$ cat src/rtl/rv_pkg.sv
// Shared core definitions: RV32I load/store funct3 codes and LSU FSM states.
package rv_pkg;

    localparam logic [2:0] F3_B  = 3'b000;
    localparam logic [2:0] F3_H  = 3'b001;
    localparam logic [2:0] F3_W  = 3'b010;
    localparam logic [2:0] F3_BU = 3'b100;
    localparam logic [2:0] F3_HU = 3'b101;

    typedef enum logic [1:0] {
        LSU_IDLE,
        LSU_REQ,
        LSU_WAIT,
        LSU_RESP
    } lsu_state_t;

endpackage

$ cat src/rtl/load_store_unit_if.sv
// Execute-side op handshake, data-memory bus and writeback result of the LSU.
interface load_store_unit_if;

    logic        op_valid;
    logic        op_ready;
    logic        op_we;
    logic [2:0]  op_funct3;
    logic [31:0] op_addr;
    logic [31:0] op_wdata;

    logic        mem_req;
    logic        mem_gnt;
    logic        mem_we;
    logic [31:0] mem_addr;
    logic [3:0]  mem_be;
    logic [31:0] mem_wdata;
    logic        mem_rvalid;
    logic [31:0] mem_rdata;

    logic        done;
    logic        err;
    logic [31:0] load_data;

    // master: execute stage plus data memory; slave: the LSU itself
    modport master (
        output op_valid, op_we, op_funct3, op_addr, op_wdata,
        output mem_gnt, mem_rvalid, mem_rdata,
        input  op_ready, mem_req, mem_we, mem_addr, mem_be, mem_wdata,
        input  done, err, load_data
    );

    modport slave (
        input  op_valid, op_we, op_funct3, op_addr, op_wdata,
        input  mem_gnt, mem_rvalid, mem_rdata,
        output op_ready, mem_req, mem_we, mem_addr, mem_be, mem_wdata,
        output done, err, load_data
    );

endinterface

$ cat src/rtl/lsu_align.sv
// Byte-lane formatting: byte enables, store replication, load extraction.
// LSU_MISALIGN_TRAP_EN: misaligned H/W accesses are flagged illegal.
module lsu_align
    import rv_pkg::*;
(
    input  logic        st_we,
    input  logic [2:0]  st_funct3,
    input  logic [1:0]  st_lo,
    input  logic [31:0] st_wdata,
    output logic [1:0]  st_off,
    output logic [3:0]  st_be,
    output logic [31:0] st_wdata_rep,
    output logic        st_illegal,
    input  logic [2:0]  ld_funct3,
    input  logic [1:0]  ld_off,
    input  logic [31:0] ld_rdata,
    output logic [31:0] ld_value
);

    logic        bad_f3;
    logic        bad_st;
    logic [31:0] sh;

    always_comb begin
        st_off       = st_lo;
        st_be        = 4'b0000;
        st_wdata_rep = st_wdata;
        bad_f3       = 1'b0;
        unique case (st_funct3)
            F3_B, F3_BU: begin
                st_be        = 4'b0001 << st_lo;
                st_wdata_rep = {4{st_wdata[7:0]}};
            end
            F3_H, F3_HU: begin
                st_off       = {st_lo[1], 1'b0};
                st_be        = 4'b0011 << {st_lo[1], 1'b0};
                st_wdata_rep = {2{st_wdata[15:0]}};
            end
            F3_W: begin
                st_off = 2'b00;
                st_be  = 4'b1111;
            end
            default: bad_f3 = 1'b1;
        endcase
    end

    assign bad_st = st_we && (st_funct3 == F3_BU || st_funct3 == F3_HU);

`ifdef LSU_MISALIGN_TRAP_EN
    // forced alignment differs from the raw offset exactly when misaligned
    assign st_illegal = bad_f3 | bad_st | (st_off != st_lo);
`else
    assign st_illegal = bad_f3 | bad_st;
`endif

    assign sh = ld_rdata >> {ld_off, 3'b000};

    always_comb begin
        ld_value = sh;
        unique case (ld_funct3)
            F3_B:    ld_value = {{24{sh[7]}}, sh[7:0]};
            F3_H:    ld_value = {{16{sh[15]}}, sh[15:0]};
            F3_BU:   ld_value = {24'h0, sh[7:0]};
            F3_HU:   ld_value = {16'h0, sh[15:0]};
            default: ld_value = sh;
        endcase
    end

endmodule

$ cat src/rtl/load_store_unit.sv
// Memory-access stage: one load/store per handshake over a req/gnt/rvalid bus.
// LSU_MISALIGN_TRAP_EN: trap misaligned accesses instead of forcing alignment.
module load_store_unit (
    input  logic             clk,
    input  logic             rst_n,
    load_store_unit_if.slave bus
);
    import rv_pkg::*;

    lsu_state_t  state;
    lsu_state_t  state_nxt;

    logic        accept;
    logic [2:0]  r_f3;
    logic [1:0]  r_off;
    logic        we_q;
    logic [31:0] addr_q;
    logic [3:0]  be_q;
    logic [31:0] wdata_q;
    logic        err_q;
    logic [31:0] ld_q;

    logic [1:0]  a_off;
    logic [3:0]  a_be;
    logic [31:0] a_wdata;
    logic        a_illegal;
    logic [31:0] a_ld;

    lsu_align u_align (
        .st_we        (bus.op_we),
        .st_funct3    (bus.op_funct3),
        .st_lo        (bus.op_addr[1:0]),
        .st_wdata     (bus.op_wdata),
        .st_off       (a_off),
        .st_be        (a_be),
        .st_wdata_rep (a_wdata),
        .st_illegal   (a_illegal),
        .ld_funct3    (r_f3),
        .ld_off       (r_off),
        .ld_rdata     (bus.mem_rdata),
        .ld_value     (a_ld)
    );

    assign accept = bus.op_valid && (state == LSU_IDLE);

    always_ff @(posedge clk or negedge rst_n) begin
        if (!rst_n) state <= LSU_IDLE;
        else        state <= state_nxt;
    end

    always_comb begin
        state_nxt = state;
        unique case (state)
            LSU_IDLE: begin
                if (accept) state_nxt = a_illegal ? LSU_RESP : LSU_REQ;
            end
            LSU_REQ: begin
                if (bus.mem_gnt) state_nxt = we_q ? LSU_RESP : LSU_WAIT;
            end
            LSU_WAIT: begin
                if (bus.mem_rvalid) state_nxt = LSU_RESP;
            end
            LSU_RESP: state_nxt = LSU_IDLE;
            default:  state_nxt = LSU_IDLE;
        endcase
    end

    always_ff @(posedge clk or negedge rst_n) begin
        if (!rst_n) begin
            r_f3    <= 3'b000;
            r_off   <= 2'b00;
            we_q    <= 1'b0;
            addr_q  <= 32'h0;
            be_q    <= 4'h0;
            wdata_q <= 32'h0;
            err_q   <= 1'b0;
            ld_q    <= 32'h0;
        end else begin
            if (accept) begin
                r_f3    <= bus.op_funct3;
                r_off   <= a_off;
                we_q    <= bus.op_we;
                addr_q  <= {bus.op_addr[31:2], 2'b00};
                be_q    <= a_be;
                wdata_q <= a_wdata;
                err_q   <= a_illegal;
            end
            if (state == LSU_WAIT && bus.mem_rvalid) ld_q <= a_ld;
        end
    end

    assign bus.op_ready  = (state == LSU_IDLE);
    assign bus.mem_req   = (state == LSU_REQ);
    assign bus.done      = (state == LSU_RESP);
    assign bus.mem_we    = we_q;
    assign bus.mem_addr  = addr_q;
    assign bus.mem_be    = be_q;
    assign bus.mem_wdata = wdata_q;
    assign bus.err       = err_q;
    assign bus.load_data = ld_q;

endmodule
$ cat src/flat_wrapper.sv
// flat-port wrapper written by rule: the top's interface ports become plain ports
module load_store_unit_flat import rv_pkg::*;
  (clk, rst_n, bus_op_valid, bus_op_we, bus_op_funct3, bus_op_addr, bus_op_wdata, bus_mem_gnt, bus_mem_rvalid, bus_mem_rdata, bus_op_ready, bus_mem_req, bus_mem_we, bus_mem_addr, bus_mem_be, bus_mem_wdata, bus_done, bus_err, bus_load_data);
  load_store_unit_if bus_i ();
  input  logic clk;
  input  logic rst_n;
  input wire logic [$bits(bus_i.op_valid)-1:0] bus_op_valid;
  input wire logic [$bits(bus_i.op_we)-1:0] bus_op_we;
  input wire logic [$bits(bus_i.op_funct3)-1:0] bus_op_funct3;
  input wire logic [$bits(bus_i.op_addr)-1:0] bus_op_addr;
  input wire logic [$bits(bus_i.op_wdata)-1:0] bus_op_wdata;
  input wire logic [$bits(bus_i.mem_gnt)-1:0] bus_mem_gnt;
  input wire logic [$bits(bus_i.mem_rvalid)-1:0] bus_mem_rvalid;
  input wire logic [$bits(bus_i.mem_rdata)-1:0] bus_mem_rdata;
  output wire logic [$bits(bus_i.op_ready)-1:0] bus_op_ready;
  output wire logic [$bits(bus_i.mem_req)-1:0] bus_mem_req;
  output wire logic [$bits(bus_i.mem_we)-1:0] bus_mem_we;
  output wire logic [$bits(bus_i.mem_addr)-1:0] bus_mem_addr;
  output wire logic [$bits(bus_i.mem_be)-1:0] bus_mem_be;
  output wire logic [$bits(bus_i.mem_wdata)-1:0] bus_mem_wdata;
  output wire logic [$bits(bus_i.done)-1:0] bus_done;
  output wire logic [$bits(bus_i.err)-1:0] bus_err;
  output wire logic [$bits(bus_i.load_data)-1:0] bus_load_data;
  assign bus_i.op_valid = bus_op_valid;
  assign bus_i.op_we = bus_op_we;
  assign bus_i.op_funct3 = bus_op_funct3;
  assign bus_i.op_addr = bus_op_addr;
  assign bus_i.op_wdata = bus_op_wdata;
  assign bus_i.mem_gnt = bus_mem_gnt;
  assign bus_i.mem_rvalid = bus_mem_rvalid;
  assign bus_i.mem_rdata = bus_mem_rdata;
  assign bus_op_ready = bus_i.op_ready;
  assign bus_mem_req = bus_i.mem_req;
  assign bus_mem_we = bus_i.mem_we;
  assign bus_mem_addr = bus_i.mem_addr;
  assign bus_mem_be = bus_i.mem_be;
  assign bus_mem_wdata = bus_i.mem_wdata;
  assign bus_done = bus_i.done;
  assign bus_err = bus_i.err;
  assign bus_load_data = bus_i.load_data;
  load_store_unit u_core (.clk(clk), .rst_n(rst_n), .bus(bus_i));
endmodule
$ cat config.mk
export PLATFORM = sky130hd
export DESIGN_NAME = load_store_unit_flat
export DESIGN_NICKNAME = d
export VERILOG_FILES = /design/src/rtl/rv_pkg.sv /design/src/rtl/load_store_unit_if.sv /design/src/rtl/lsu_align.sv /design/src/rtl/load_store_unit.sv /design/src/flat_wrapper.sv
export SDC_FILE = /design/constraint.sdc
export NUM_CORES = 1
export LEC_CHECK = 0
export ABC_AREA = 1
export CORE_ASPECT_RATIO = 0.9
export CORE_UTILIZATION = 40
export DETAILED_ROUTE_END_ITERATION = 10
export HOLD_SLACK_MARGIN = 0.1
export PLACE_DENSITY = 0.78
export SLEW_MARGIN = 20
export SYNTH_ARGS = -nofsm -noshare
export SYNTH_HDL_FRONTEND = slang
export SYNTH_SLANG_ARGS = --single-unit
$ cat constraint.sdc
create_clock -name clk -period 2.79 [get_ports clk]
set_input_delay 0.4185 -clock clk [delete_from_list [all_inputs] [get_ports clk]]
set_output_delay 0.4185 -clock clk [all_outputs]
set_load 0.02 [all_outputs]
==> results.ini <==
[synth]
yosysSeqAreaShare_pct=51.01
syn_inst=691
yosys.area_share.adder_pct=1.192
ys_ff_latch=107
synth-compound-area-share_pct=7.342
ys_warn_count=0
synth-simple-area-share_pct=33.25
synth_top_area_share_pct=51.01
synthTopCellsByArea=dfrtp_1 51%, nand2_1 20%, nand3_1 5.3%, nor2_1 4.2%, a21oi_1 3.1%
synth-xor-area-share_pct=0
ys_types=27
synth_mux_area_share_pct=0
yosysTopAreaCell=dfrtp_1
syn_avg_cell_area_um2=7.596
synth_top_family_by_area=simple AND/OR/NAND/NOR gates
synth.cell_area_um2=5249

[routing]
via_per_inst=4.902
wirelength_mm=15.48
wl_per_cell_um=14.73
drtPass1Iterations=7
drc=0
vias=5152
final_antenna_net_count=0
initialDrtViolationCount=397

[floorplanning]
chipWidth_um=122.7
die_y_um=110.7
die_area_um2=13580
pin_count=210
num_rows=39
start_util_pct=41.21
fp.coreArea_um2=12740

[clocking]
ctsResizeCount=0
tritoncts=yes
cts_setup_buffers=0
clockBufferDepth=2
path_clk_slew_ns=0.07
cts_hold_buf=0
clkSinkCount=107
cts_htree_levels=3
cts-root-buf=clkbuf_16
clk_latency_ns=0.35
cts_buffers=9

[critical_path]
endpoint_kind=primary output
crit_path_start_kind=register
cp.arrival_ns=1.79
startpoint=u_core.state[0]$_DFFE_PN0P_
worstRegToRegCells=6
worstPathRequired_ns=2.37
r2r_start=u_core.r_off[1]$_DFFE_PN0P_
crit_fanout=5
worstSetupPathType=reg -> out
rrSetupSlack_ns=0.90

[layout]
area_growth_pct=47.08
num_antenna_cells=0
fin_cells=1051
nNetsFinal=992
drive_above_1_share_pct=6.201
nFillCells=1127

[power]
internal_power_uw=5163
pwr-share-comb_pct=54.3
switchingPower_uw=3775
p_seq_share_pct=31.2
power.share.clock_pct=14.5
p_sw_share_pct=42.23
power_density_nw_per_um2=1158
leakage_uw=0.003735
peakVddDrop_mv=0.5990

[sta]
min_period_over_period_pct=79.11
rsz0062_at_grt=false
worstMarginPinSlew_ns=0.7395
setup_violations=0
fmax_ghz=0.4531
max_slew_margin_pct=50.70
fin_skew_ns=0.004292
fin_tns_setup_ns=0
hold_viol=0
slew_viol_final=0
min_period_ns=2.207

[hold_path]
hp-class=in -> async

[grt]
grt_start_max_net_pins=77
track_usage_pct=23.68
overflow=0
grt_use_met2_pct=35.77
grt-busiest-layer=met2
grt_pass1_wl_mm=24.98
grt_util_met1_pct=31.10
antenna_found_initial=0
met3_usage_pct=8.642
grt_pass1_vias=4960

[placed_design]
dp_cells=1035
place.gp.congestion=0.9376
portBuffers=207
hpwl_mm=10.97

[run_status]
status=completed

[flow_run]
maxCapViolCount=0

## metal layers
| metal | wire length [um] | vias up | part of all wire [%] |
|---|---|---|---|
| met1 | 6573 | 2372 | 42 |
| met5 | 0 | - | 0 |
| li1 | - | 2546 | - |
| met3 | 1736 | 19 | 11 |
| met2 | 6905 | 215 | 45 |
| met4 | 263 | 0 | 1.7 |
## metrics by stage
stage / area [um^2] / util [%] / power, uW / hold WS [ns] / worst slack, ns
after CTS: 7720 / 60.61 / 9014 / 0.1126 / 0.5809
after global placement: 7423 / 58.29 / 7601 / 0.4612 / 0.8741
after global routing: 7720 / 60.61 / 9585 / 0.1438 / 0.5219
after detailed placement: 7423 / 58.29 / 7666 / 0.4635 / 0.8125
after floorplan: 5253 / - / 5539 / 0.1229 / 1.212
final: 7720 / 60.61 / 8937 / 0.09037 / 0.5829
## final timing paths
kind / end
worst max-delay path: bus_op_ready
worst min-delay path: u_core.bus.load_data[4]$_DFFE_PN0P_
worst max register to register: u_core.bus.load_data[10]$_DFFE_PN0P_
worst min register to register: u_core.bus.mem_addr[18]$_DFFE_PN0P_
max in group asynchronous: u_core.bus.mem_addr[25]$_DFFE_PN0P_
min in group clk: u_core.bus.mem_addr[18]$_DFFE_PN0P_
## synth_stat cells
master    number
inv_4          1
or2_0          1
o211ai_1       7
buf_6          3
buf_1          1
nand2_2        3
o21ai_0       26
or2_2         18
or2_1          5
o22ai_1        1
nand4_1        1
nor2_1        59
ha_1           5
nand3_2        2
o21ai_1        1
inv_1         39
nand2_1      278
buf_4          6
a31oi_1        5
nor3_1         1
clkbuf_1      13
dfrtp_1      107
conb_1         1
a21oi_1       32
inv_2          4
nand3_1       56
buf_2         15
## registers in the layout, summed over array words and instances (netlist names)
| name | cells |
|---|---|
| u_core.r_off | 2 |
| u_core.bus.mem_be | 4 |
| u_core.bus.load_data | 32 |
| u_core.bus.mem_wdata | 32 |
| u_core.bus.err | 1 |
| u_core.state | 2 |
| u_core.r_f3 | 3 |
| u_core.bus.mem_addr | 30 |
| u_core.bus.mem_we | 1 |
## worst max-delay path: stages, from the launching register on
cell	delay, ns
dfrtp_1	0.41
inv_1	0.16
ha_1	0.24
clkdlybuf4s50_1	0.63
## logic make-up after synthesis
family | count (synthesis)
AND/OR/NAND/NOR | 424
AO/OA/AOI/OAI | 72
buffers and inverters | 82
other | 1
adder cells (fa/ha/maj) | 5
flip-flops | 107
## power groups by stage
stage	logic [uW]	clock network, uW	registers (uW)
6_report	4850	1290	2790
5_1_grt	5320	1380	2890
4_1_cts	4890	1330	2800
3_5_place_dp	4880	0	2790
3_3_place_gp	4810	0	2790
2_1_floorplan	1960	0	3580
## cell usage in the layout, fill, tap and decap left out, types with 2 or more instances in the layout
master,instances
clkdlybuf4s50_1,206
or2_1,5
o211ai_1,7
o21ai_0,26
a21oi_1,32
clkbuf_16,9
nand3_2,2
buf_12,2
nand2_1,277
conb_1,2
buf_4,9
nand3_1,56
dfrtp_1,107
inv_1,38
nand2_2,4
clkinvlp_4,2
clkbuf_1,2
or2_2,18
nor2_1,59
inv_2,5
ha_1,5
a31oi_1,5
## area by class of cell
class / count / area [um^2] / share of cell area (%)
repair buffers: 217 / 2170 / 28.10
clock buffers: 12 / 246.5 / 3.193
inverters: 44 / 167.7 / 2.172
clock inverters: 4 / 50.05 / 0.6483
flip-flops and latches: 107 / 2678 / 34.68
well taps: 164 / 205.2 / 2.658
multi-input cells: 503 / 2203 / 28.54
(Power assumes the default switching activity.)
